$ cat src/rtl/native_mem_pkg.sv
// Shared types and address-window helpers for the native-interface memory slave.
package native_mem_pkg;

  typedef enum logic [1:0] {
    IDLE = 2'd0,
    WAIT = 2'd1,
    RESP = 2'd2
  } state_e;

  // Wide enough for the largest supported wait-state count (15).
  localparam int WCNT_W = 4;

  function automatic int idx_w(input int words);
    return (words > 1) ? $clog2(words) : 1;
  endfunction

  // One past the last byte of the window; 33 bits so a window ending at 4 GiB still compares correctly.
  function automatic logic [32:0] window_end(input logic [31:0] base, input int words);
    return {1'b0, base} + (33'(words) << 2);
  endfunction

endpackage

$ cat src/rtl/native_mem_array.sv
// WORDS x 32 storage with a registered read port and a byte-enable write port.
module native_mem_array #(
  parameter int WORDS = 32,
  parameter int IDX_W = 5
) (
  input  logic             clk,
  input  logic             rd_en,
  input  logic [IDX_W-1:0] rd_idx,
  output logic [31:0]      rd_data,
  input  logic             wr_en,
  input  logic [IDX_W-1:0] wr_idx,
  input  logic [3:0]       wr_strb,
  input  logic [31:0]      wr_data
);
  import native_mem_pkg::*;

  logic [31:0] mem_q [WORDS];
  logic [31:0] rd_data_q;
  logic [31:0] rd_data_d;

  always_comb begin
    rd_data_d = rd_data_q;
    if (rd_en) rd_data_d = mem_q[rd_idx];
  end

  always_ff @(posedge clk) begin
    rd_data_q <= rd_data_d;
    if (wr_en) begin
      for (int b = 0; b < 4; b++) begin
        if (wr_strb[b]) mem_q[wr_idx][8*b +: 8] <= wr_data[8*b +: 8];
      end
    end
  end

  assign rd_data = rd_data_q;

endmodule

$ cat src/rtl/native_mem_slave.sv
// picorv32 native-bus memory slave: window decode, wait-state handshake, sticky range error, access counters.
module native_mem_slave #(
  parameter int          WORDS       = 32,
  parameter logic [31:0] BASE_ADDR   = 32'h0000_0000,
  parameter int          WAIT_STATES = 0,
  parameter logic [31:0] OOR_RDATA   = 32'hDEAD_BEEF,
  parameter int          CNT_W       = 16
) (
  input  logic             clk,
  input  logic             reset,
  input  logic             mem_valid,
  input  logic             mem_instr,
  input  logic [31:0]      mem_addr,
  input  logic [31:0]      mem_wdata,
  input  logic [3:0]       mem_wstrb,
  output logic             mem_ready,
  output logic [31:0]      mem_rdata,
  output logic             oor_err,
  output logic [CNT_W-1:0] rd_count,
  output logic [CNT_W-1:0] wr_count
);
  import native_mem_pkg::*;

  localparam int                IDX_W     = idx_w(WORDS);
  localparam logic [32:0]       WIN_END   = window_end(BASE_ADDR, WORDS);
  localparam logic [WCNT_W-1:0] WAIT_LOAD = (WAIT_STATES > 0) ? WCNT_W'(WAIT_STATES - 1) : '0;
  localparam logic [CNT_W-1:0]  CNT_MAX   = '1;

  state_e            state_q, state_d;
  logic [IDX_W-1:0]  idx_q, idx_d;
  logic              in_range_q, in_range_d;
  logic              is_write_q, is_write_d;
  logic [WCNT_W-1:0] wcnt_q, wcnt_d;
  logic              oor_q, oor_d;
  logic [CNT_W-1:0]  rd_cnt_q, rd_cnt_d;
  logic [CNT_W-1:0]  wr_cnt_q, wr_cnt_d;
  logic [31:0]       rdata_hold_q, rdata_hold_d;

  logic [IDX_W-1:0]  dec_idx;
  logic              dec_in_range;
  logic              dec_is_write;
  logic              rd_en;
  logic              wr_en;
  logic              done;
  logic [31:0]       arr_rdata;
  logic [31:0]       fresh_rdata;

  always_comb begin
    dec_idx      = IDX_W'((mem_addr - BASE_ADDR) >> 2);
    dec_in_range = ({1'b0, mem_addr} >= {1'b0, BASE_ADDR}) && ({1'b0, mem_addr} < WIN_END);
    dec_is_write = (|mem_wstrb) && !mem_instr;
    fresh_rdata  = in_range_q ? arr_rdata : OOR_RDATA;
  end

  always_comb begin
    state_d      = state_q;
    idx_d        = idx_q;
    in_range_d   = in_range_q;
    is_write_d   = is_write_q;
    wcnt_d       = wcnt_q;
    oor_d        = oor_q;
    rd_cnt_d     = rd_cnt_q;
    wr_cnt_d     = wr_cnt_q;
    rdata_hold_d = rdata_hold_q;
    rd_en        = 1'b0;
    wr_en        = 1'b0;
    done         = 1'b0;

    case (state_q)
      IDLE: begin
        if (mem_valid) begin
          idx_d      = dec_idx;
          in_range_d = dec_in_range;
          is_write_d = dec_is_write;
          if (WAIT_STATES == 0) begin
            state_d = RESP;
            rd_en   = !dec_is_write && dec_in_range;
          end else begin
            wcnt_d  = WAIT_LOAD;
            state_d = WAIT;
          end
        end
      end
      WAIT: begin
        // A master that withdraws its request mid-wait abandons the access entirely.
        if (!mem_valid) begin
          state_d = IDLE;
        end else if (wcnt_q == '0) begin
          state_d = RESP;
          rd_en   = !is_write_q && in_range_q;
        end else begin
          wcnt_d = wcnt_q - WCNT_W'(1);
        end
      end
      RESP: begin
        state_d = IDLE;
        done    = mem_valid;
      end
      default: state_d = IDLE;
    endcase

    if (done) begin
      wr_en = is_write_q && in_range_q && !reset;
      if (!in_range_q) oor_d = 1'b1;
      if (is_write_q) begin
        if (wr_cnt_q != CNT_MAX) wr_cnt_d = wr_cnt_q + CNT_W'(1);
      end else begin
        if (rd_cnt_q != CNT_MAX) rd_cnt_d = rd_cnt_q + CNT_W'(1);
        rdata_hold_d = fresh_rdata;
      end
    end
  end

  always_ff @(posedge clk) begin
    if (reset) begin
      state_q      <= IDLE;
      oor_q        <= 1'b0;
      rd_cnt_q     <= '0;
      wr_cnt_q     <= '0;
      rdata_hold_q <= '0;
    end else begin
      state_q      <= state_d;
      oor_q        <= oor_d;
      rd_cnt_q     <= rd_cnt_d;
      wr_cnt_q     <= wr_cnt_d;
      rdata_hold_q <= rdata_hold_d;
    end
  end

  // Transaction attributes are only meaningful outside IDLE, so they carry no reset.
  always_ff @(posedge clk) begin
    idx_q      <= idx_d;
    in_range_q <= in_range_d;
    is_write_q <= is_write_d;
    wcnt_q     <= wcnt_d;
  end

  native_mem_array #(
    .WORDS (WORDS),
    .IDX_W (IDX_W)
  ) u_array (
    .clk     (clk),
    .rd_en   (rd_en),
    .rd_idx  (idx_d),
    .rd_data (arr_rdata),
    .wr_en   (wr_en),
    .wr_idx  (idx_q),
    .wr_strb (mem_wstrb),
    .wr_data (mem_wdata)
  );

  assign mem_ready = (state_q == RESP) && mem_valid;
  assign mem_rdata = ((state_q == RESP) && !is_write_q) ? fresh_rdata : rdata_hold_q;
  assign oor_err   = oor_q;
  assign rd_count  = rd_cnt_q;
  assign wr_count  = wr_cnt_q;

endmodule

$ cat config.mk
export PLATFORM = sky130hd
export DESIGN_NAME = native_mem_slave
export DESIGN_NICKNAME = d
export VERILOG_FILES = /design/src/rtl/native_mem_pkg.sv /design/src/rtl/native_mem_array.sv /design/src/rtl/native_mem_slave.sv
export SDC_FILE = /design/constraint.sdc
export NUM_CORES = 2
export LEC_CHECK = 0
export BUFFER_PORTS_ARGS = -buffer_cell sky130_fd_sc_hd__buf_2
export CORE_UTILIZATION = 61
export DETAILED_ROUTE_END_ITERATION = 8
export GPL_TIMING_DRIVEN = 0
export PLACE_DENSITY = 0.78
export SYNTH_ARGS = -nofsm -noshare
export SYNTH_HDL_FRONTEND = slang
export SYNTH_HIERARCHICAL = 1
export SYNTH_SLANG_ARGS = --single-unit
export TNS_END_PERCENT = 100
$ cat constraint.sdc
create_clock -name clk -period 8.2 [get_ports clk]
set_clock_uncertainty 0.05 [all_clocks]
set_input_delay 0.82 -clock clk [delete_from_list [all_inputs] [get_ports clk]]
set_output_delay 0.82 -clock clk [all_outputs]
set_load 0.01 [all_outputs]
After elaboration in Yosys (flattened, before gate mapping)
Memory sizes are Yosys's and may differ from the RTL's. A register that Yosys moved wholly into a read port is not among the register bits.
Index checks and enable logic that the tools add are counted.
Storage, ports and cells
  memory bits (writable): 1024
  input port bits: 72
  register bits after elaboration: 78
  ROM bits: 0
  memories: 1
  latch bits: 0
Operators by class
  order comparisons: 1
  div/mod/pow operators: 0
  bitwise operators: 3
  shift-type cells: 0
  multiplexer cells: 26
  $mul: 0
  reductions and logical operators: 21
  add/subtract/negate cells: 3
  eq/ne operators: 6
Memory list
  u_array.mem_q: words 32, bits a word 32, read ports 1, clocked after Yosys merged registers in 1, write ports 1, line native_mem_array.sv:17  | logic [31:0] mem_q [WORDS];
Operator list (count)
  2-to-1 mux 32 bit: 2
  adder 16 x 1 -> 16 bit (second input constant): 2
  < comparator 32 x 8 -> 1 bit (second input constant): 1
  inequality test 16 bit (second input constant): 2
  2-to-1 mux 1 bit: 17
  2-to-1 mux 5 bit: 2
  AND reduction 3 bit: 3
  AND reduction 2 bit: 4
  logical AND 1 bit: 7
  2-to-1 mux 2 bit: 3
  zero test 1 bit: 4
  zero test 4 bit: 1
  one-hot mux 2 bit (2 select lines): 1
  OR reduction 4 bit: 1
  subtractor 4 x 1 -> 4 bit (second input constant): 1
  inequality test 3 bit (second input constant): 1
  inverter 1 bit: 3
  == test 2 x 1 -> 1 bit (second input constant): 1
  == test 2 bit (second input constant): 1
  zero test 2 bit: 1
  inequality test 2 bit (second input constant): 1
  one-hot mux 1 bit (2 select lines): 1

Depth between registers and ports, before layout
  depth after elaboration: 6
  mapped depth: 11

Hierarchy
Netlist, hierarchy kept.
Modules (own cells, without submodules)
  native_mem_array: instances 1, cells an instance 2406, area each 41347.2 um^2
  native_mem_slave: instances 1, cells an instance 458, area each 3617.2 um^2

Worst setup path before layout
OpenSTA, ideal clock, no wires.
  path kind: input-to-reg
  start point: in mem_addr[31]
  end point: reg u_array.rd_data_q[0] (netlist: u_array/rd_data[0]), read port of u_array.mem_q (enable)
  cell stages on the path: 3
  path buffers: 0
  data arrival time: 4.659 ns
  library setup time: 0.513 ns
  data required time: 7.637 ns
  slack: 2.977 ns
  path through: nor4_1 -> nand4_1 -> nor4b_1
Between the ends
  longest elaborated chain between the ends: 4
Ends and longest elaborated chain
  from (decl): line native_mem_slave.sv:13  | input logic [31:0] mem_addr,
  < comparator 32 x 8 -> 1 bit: line native_mem_slave.sv:50  | dec_in_range = ({1'b0, mem_addr} >= {1'b0, BASE_ADDR}) && ({1'b0, mem_addr} < WIN_END);
  logical AND 1 bit: line native_mem_slave.sv:77  | rd_en = !dec_is_write && dec_in_range;
  2-to-1 mux 1 bit: line native_mem_slave.sv:71  | if (mem_valid) begin
  one-hot mux 1 bit (2 select lines): line native_mem_slave.sv:69  | case (state_q)
  via rd_en: line native_mem_slave.sv:42  | logic rd_en;
  to (decl): line native_mem_array.sv:18  | logic [31:0] rd_data_q;
The timed path passes the listed nets, and every way through them passes these cells.
A chain may end at the register's enable or synchronous reset.

Worst setup path after layout
  start point: reg state_q[1]
  end point: reg u_array.rd_data_q[0] (netlist: u_array/rd_data[0]), read port of u_array.mem_q, data pin
Between the ends
  longest elaborated chain between the ends: 2
Ends and longest elaborated chain
  from (decl): line native_mem_slave.sv:29  | state_e state_q, state_d;
  from (signal assigned): line native_mem_slave.sv:122  | state_q <= state_d;
  zero test 2 bit: line native_mem_slave.sv:69
  2-to-1 mux 5 bit: line native_mem_slave.sv:69
  via idx_d[1]: line native_mem_slave.sv:30  | logic [IDX_W-1:0] idx_q, idx_d;
The timed path passes the listed nets, and every way through them passes these cells.

==> results by group <==
Run status
  • Status: completed

Final layout
  • Area grow syn2layout: 11.7%
  • Layout cells sized above 1: 12.1%
  • Fillcell total: 4,658
  • Layout net count: 3,184
  • Core Util, Final: 68.9%

Worst setup path
  • Setup crit end kind: flop
  • Type of origin of the critical path: flop
  • WP data required: 8.48 ns
  • CP max FO: 10
  • Worst Setup Path Type: reg2reg
  • Worst Path Arrival: 4.60 ns

Routing
  • Final ANT Viol Nets: 0
  • DRT Pass-1 Iters: 6
  • 1st-iter DRT viols: 3,200
  • WL/cell: 28.4 um
  • Drt total wl: 118,000 um
  • Remaining DRCs: 0
  • Vias/cell: 6.56
  • Via count: 27,275

STA
  • Max Slew Vio Count: 0
  • Fmax: 232 MHz
  • Final Setup Violations: 0
  • Crit path time final: 4.32 ns
  • Max_slew headroom: 23.5%
  • RSZ-0062 raised after global routing: false
  • Tcrit/Tclk final: 52.6%
  • TNS Setup: 0 ns
  • Worst Tran Pin Value: 1.14 ns
  • Hold Fails Final Rpt: 0

Synth
  • Top_reg_cell synth: edfxtp_1
  • Syn Inst Count: 2,864
  • Cell area after synthesis: 0.0450 mm2
  • Top cell type's share of synthesized area: 70.7%
  • Library cells used by synthesis: 55
  • Commonest cells in the netlist: edfxtp_1 (1,058), mux2i_1 (515), nand2_1 (193), nor2_1 (190), a21oi_1 (126)
  • Post-synthesis sequential area ratio: 73.8%
  • Top area cells in the synthesized netlist: edfxtp_1 (71%), mux2i_1 (11%), dfxtp_1 (3.2%)
  • Async SR Flop Fraction: 0%
  • Mapped Avg Cell Area: 15.7 um2
  • Post-synth EDFFs: 1,058
  • Synth Register Bits: 1,129
  • Most frequent cell after synthesis: edfxtp_1
  • Post-Synthesis Net Count: 2,938
  • Leading area contributor after synthesis: edfxtp_1
  • YS warnings: 6

CTS
  • Clock tree from TritonCTS: built
  • PostCTS Resize Cnt: 0
  • H-Tree Depth: 3
  • Worst-Skew Late Latency: 0.68 ns
  • Sink Count: 1,129
  • Post-CTS Setup Inserts: 0
  • CTS clk-pin slew, worst paths: 0.06 ns
  • Hold bufs inserted after CTS: 0
  • Clock Path Buffers: 3
  • Total CTS buffers: 107
  • CTS root buffer: clkbuf_16

Global routing
  • Initial antenna violation count: 5
  • First-pass GRT wire length: 168,000 um
  • Largest net degree at the start of global routing: 33
  • Vias in the first global route: 26,509
  • Gr usage total: 31.4%
  • Total gr overflow: 0

Floorplanning
  • Core area: 0.0730 mm2
  • IO Count: 138
  • Die W: 274 um
  • Starting Density: 61.6%
  • Row count: 99
  • Die height: 274 um
  • Die area: 0.0748 mm2

Hold path
  • HP Class: in2reg

Power and ir drop
  • Peak supply drop: 215 uV
  • Pwr dens: 248 mW/mm2
  • Leakage: 17.5 nW

Placement
  • Gpl congestion: 0.968
  • Post-DP HPWL: 79,600 um
  • PortBufs: 134

Job
  • MaxCap Viol Count: 0
-- critical path: stages, from the launching register on --
cell and delay, ns:
dfxtp_1 0.36, and2b_2 0.22, clkbuf_1 0.53, mux2_2 0.46
nor2_1 0.19, buf_2 0.36, buf_2 0.49, buf_2 0.48
nand2_1 0.14, a31oi_1 0.36, nand3_1 0.31
-- routing by layer --
metal	track usage, %	vias to the layer above	routed length [um]
li1	-	11613	-
met1	39.3	13608	42300
met2	51.6	1720	56800
met3	8.02	330	13200
met4	14.2	4	5660
met5	0	-	27
-- path summary, 6_finish.rpt --
path | startpoint | endpoint | slack, ns | cells after the start
hold reg to reg | rdata_hold_q[29] | rdata_hold_q[29] | 0.42 | 2
hold / removal | mem_instr | is_write_q | 0.40 | 2
setup reg to reg | state_q[1] | u_array/rd_data[0] | 3.88 | 10
setup / recovery | state_q[1] | u_array/rd_data[0] | 3.88 | 10
-- stage by stage --
stage / power [mW] / hold slack, ns / area (um2) / std cells / setup WS, ns
finish: 12.5 / 0.404 / 50200 / 4160 / 3.88
global route: 12.8 / 0.397 / 50200 / 4159 / 3.92
CTS: 12.5 / 0.377 / 50200 / 4158 / 4.14
detailed placement: 7.77 / 0.404 / 46900 / 3960 / 3.63
global placement: 7.74 / 0.394 / 46800 / 3957 / 1.59
floorplan: 7.22 / 0.387 / 45000 / 2864 / 2.98
-- cells by family (layout without fill, tap and decap cells) --
kind of cell / Yosys count / count (layout) / synth area share, %
other cells: 0 / 2 / 0
fa+ha+maj: 2 / 2 / 0.0556
buf+inv: 178 / 513 / 2.19
flops: 1129 / 1129 / 73.8
compound gates: 411 / 411 / 6.02
simple gates: 623 / 623 / 6.30
mux: 521 / 521 / 11.6
-- sequential cells by signal (all words and copies together), names as in the netlist --
signal           flops
rd_count            16
oor_err              1
wr_count            16
u_array/rd_data     32
state_q              1
u_array/mem_q     1024
rdata_hold_q        32
is_write_q           1
in_range_q           1
idx_q                5
-- where the power goes --
group | total [mW] | switching (mW) | internal [mW]
logic | 1.38 | 0.946 | 0.430
clock network | 4.77 | 2.05 | 2.72
registers | 6.33 | 0.0104 | 6.32
total | 12.5 | 3.01 | 9.47
-- cells in the final DEF, fill, tap and decap left out, types with 34 or more instances in the layout --
master | Yosys | routed
buf_2 | 30 | 164
nand2_1 | 193 | 193
buf_4 | 35 | 38
a22o_1 | 64 | 64
nor2_1 | 190 | 190
o21ai_0 | 46 | 46
clkbuf_16 | 0 | 109
nand3_1 | 113 | 113
edfxtp_1 | 1058 | 1058
a31oi_1 | 34 | 34
clkbuf_1 | 68 | 97
a22oi_1 | 96 | 96
a21oi_1 | 126 | 126
mux2i_1 | 515 | 515
nor3_1 | 39 | 39
dfxtp_1 | 71 | 71
-- final cells by class --
type	instances	area, um2	area share, %
clock buffer	138	2840	5.65
tap	959	1200	2.39
multi-input combinational	1557	10800	21.5
clock inverter	60	542	1.08
timing repair buffer	137	693	1.38
inverter	4	15.0	0.0299
sequential	1129	33200	66.1
buffer	174	971	1.93
antenna	2	5.00	0.00996
(Power assumes the default switching activity.)
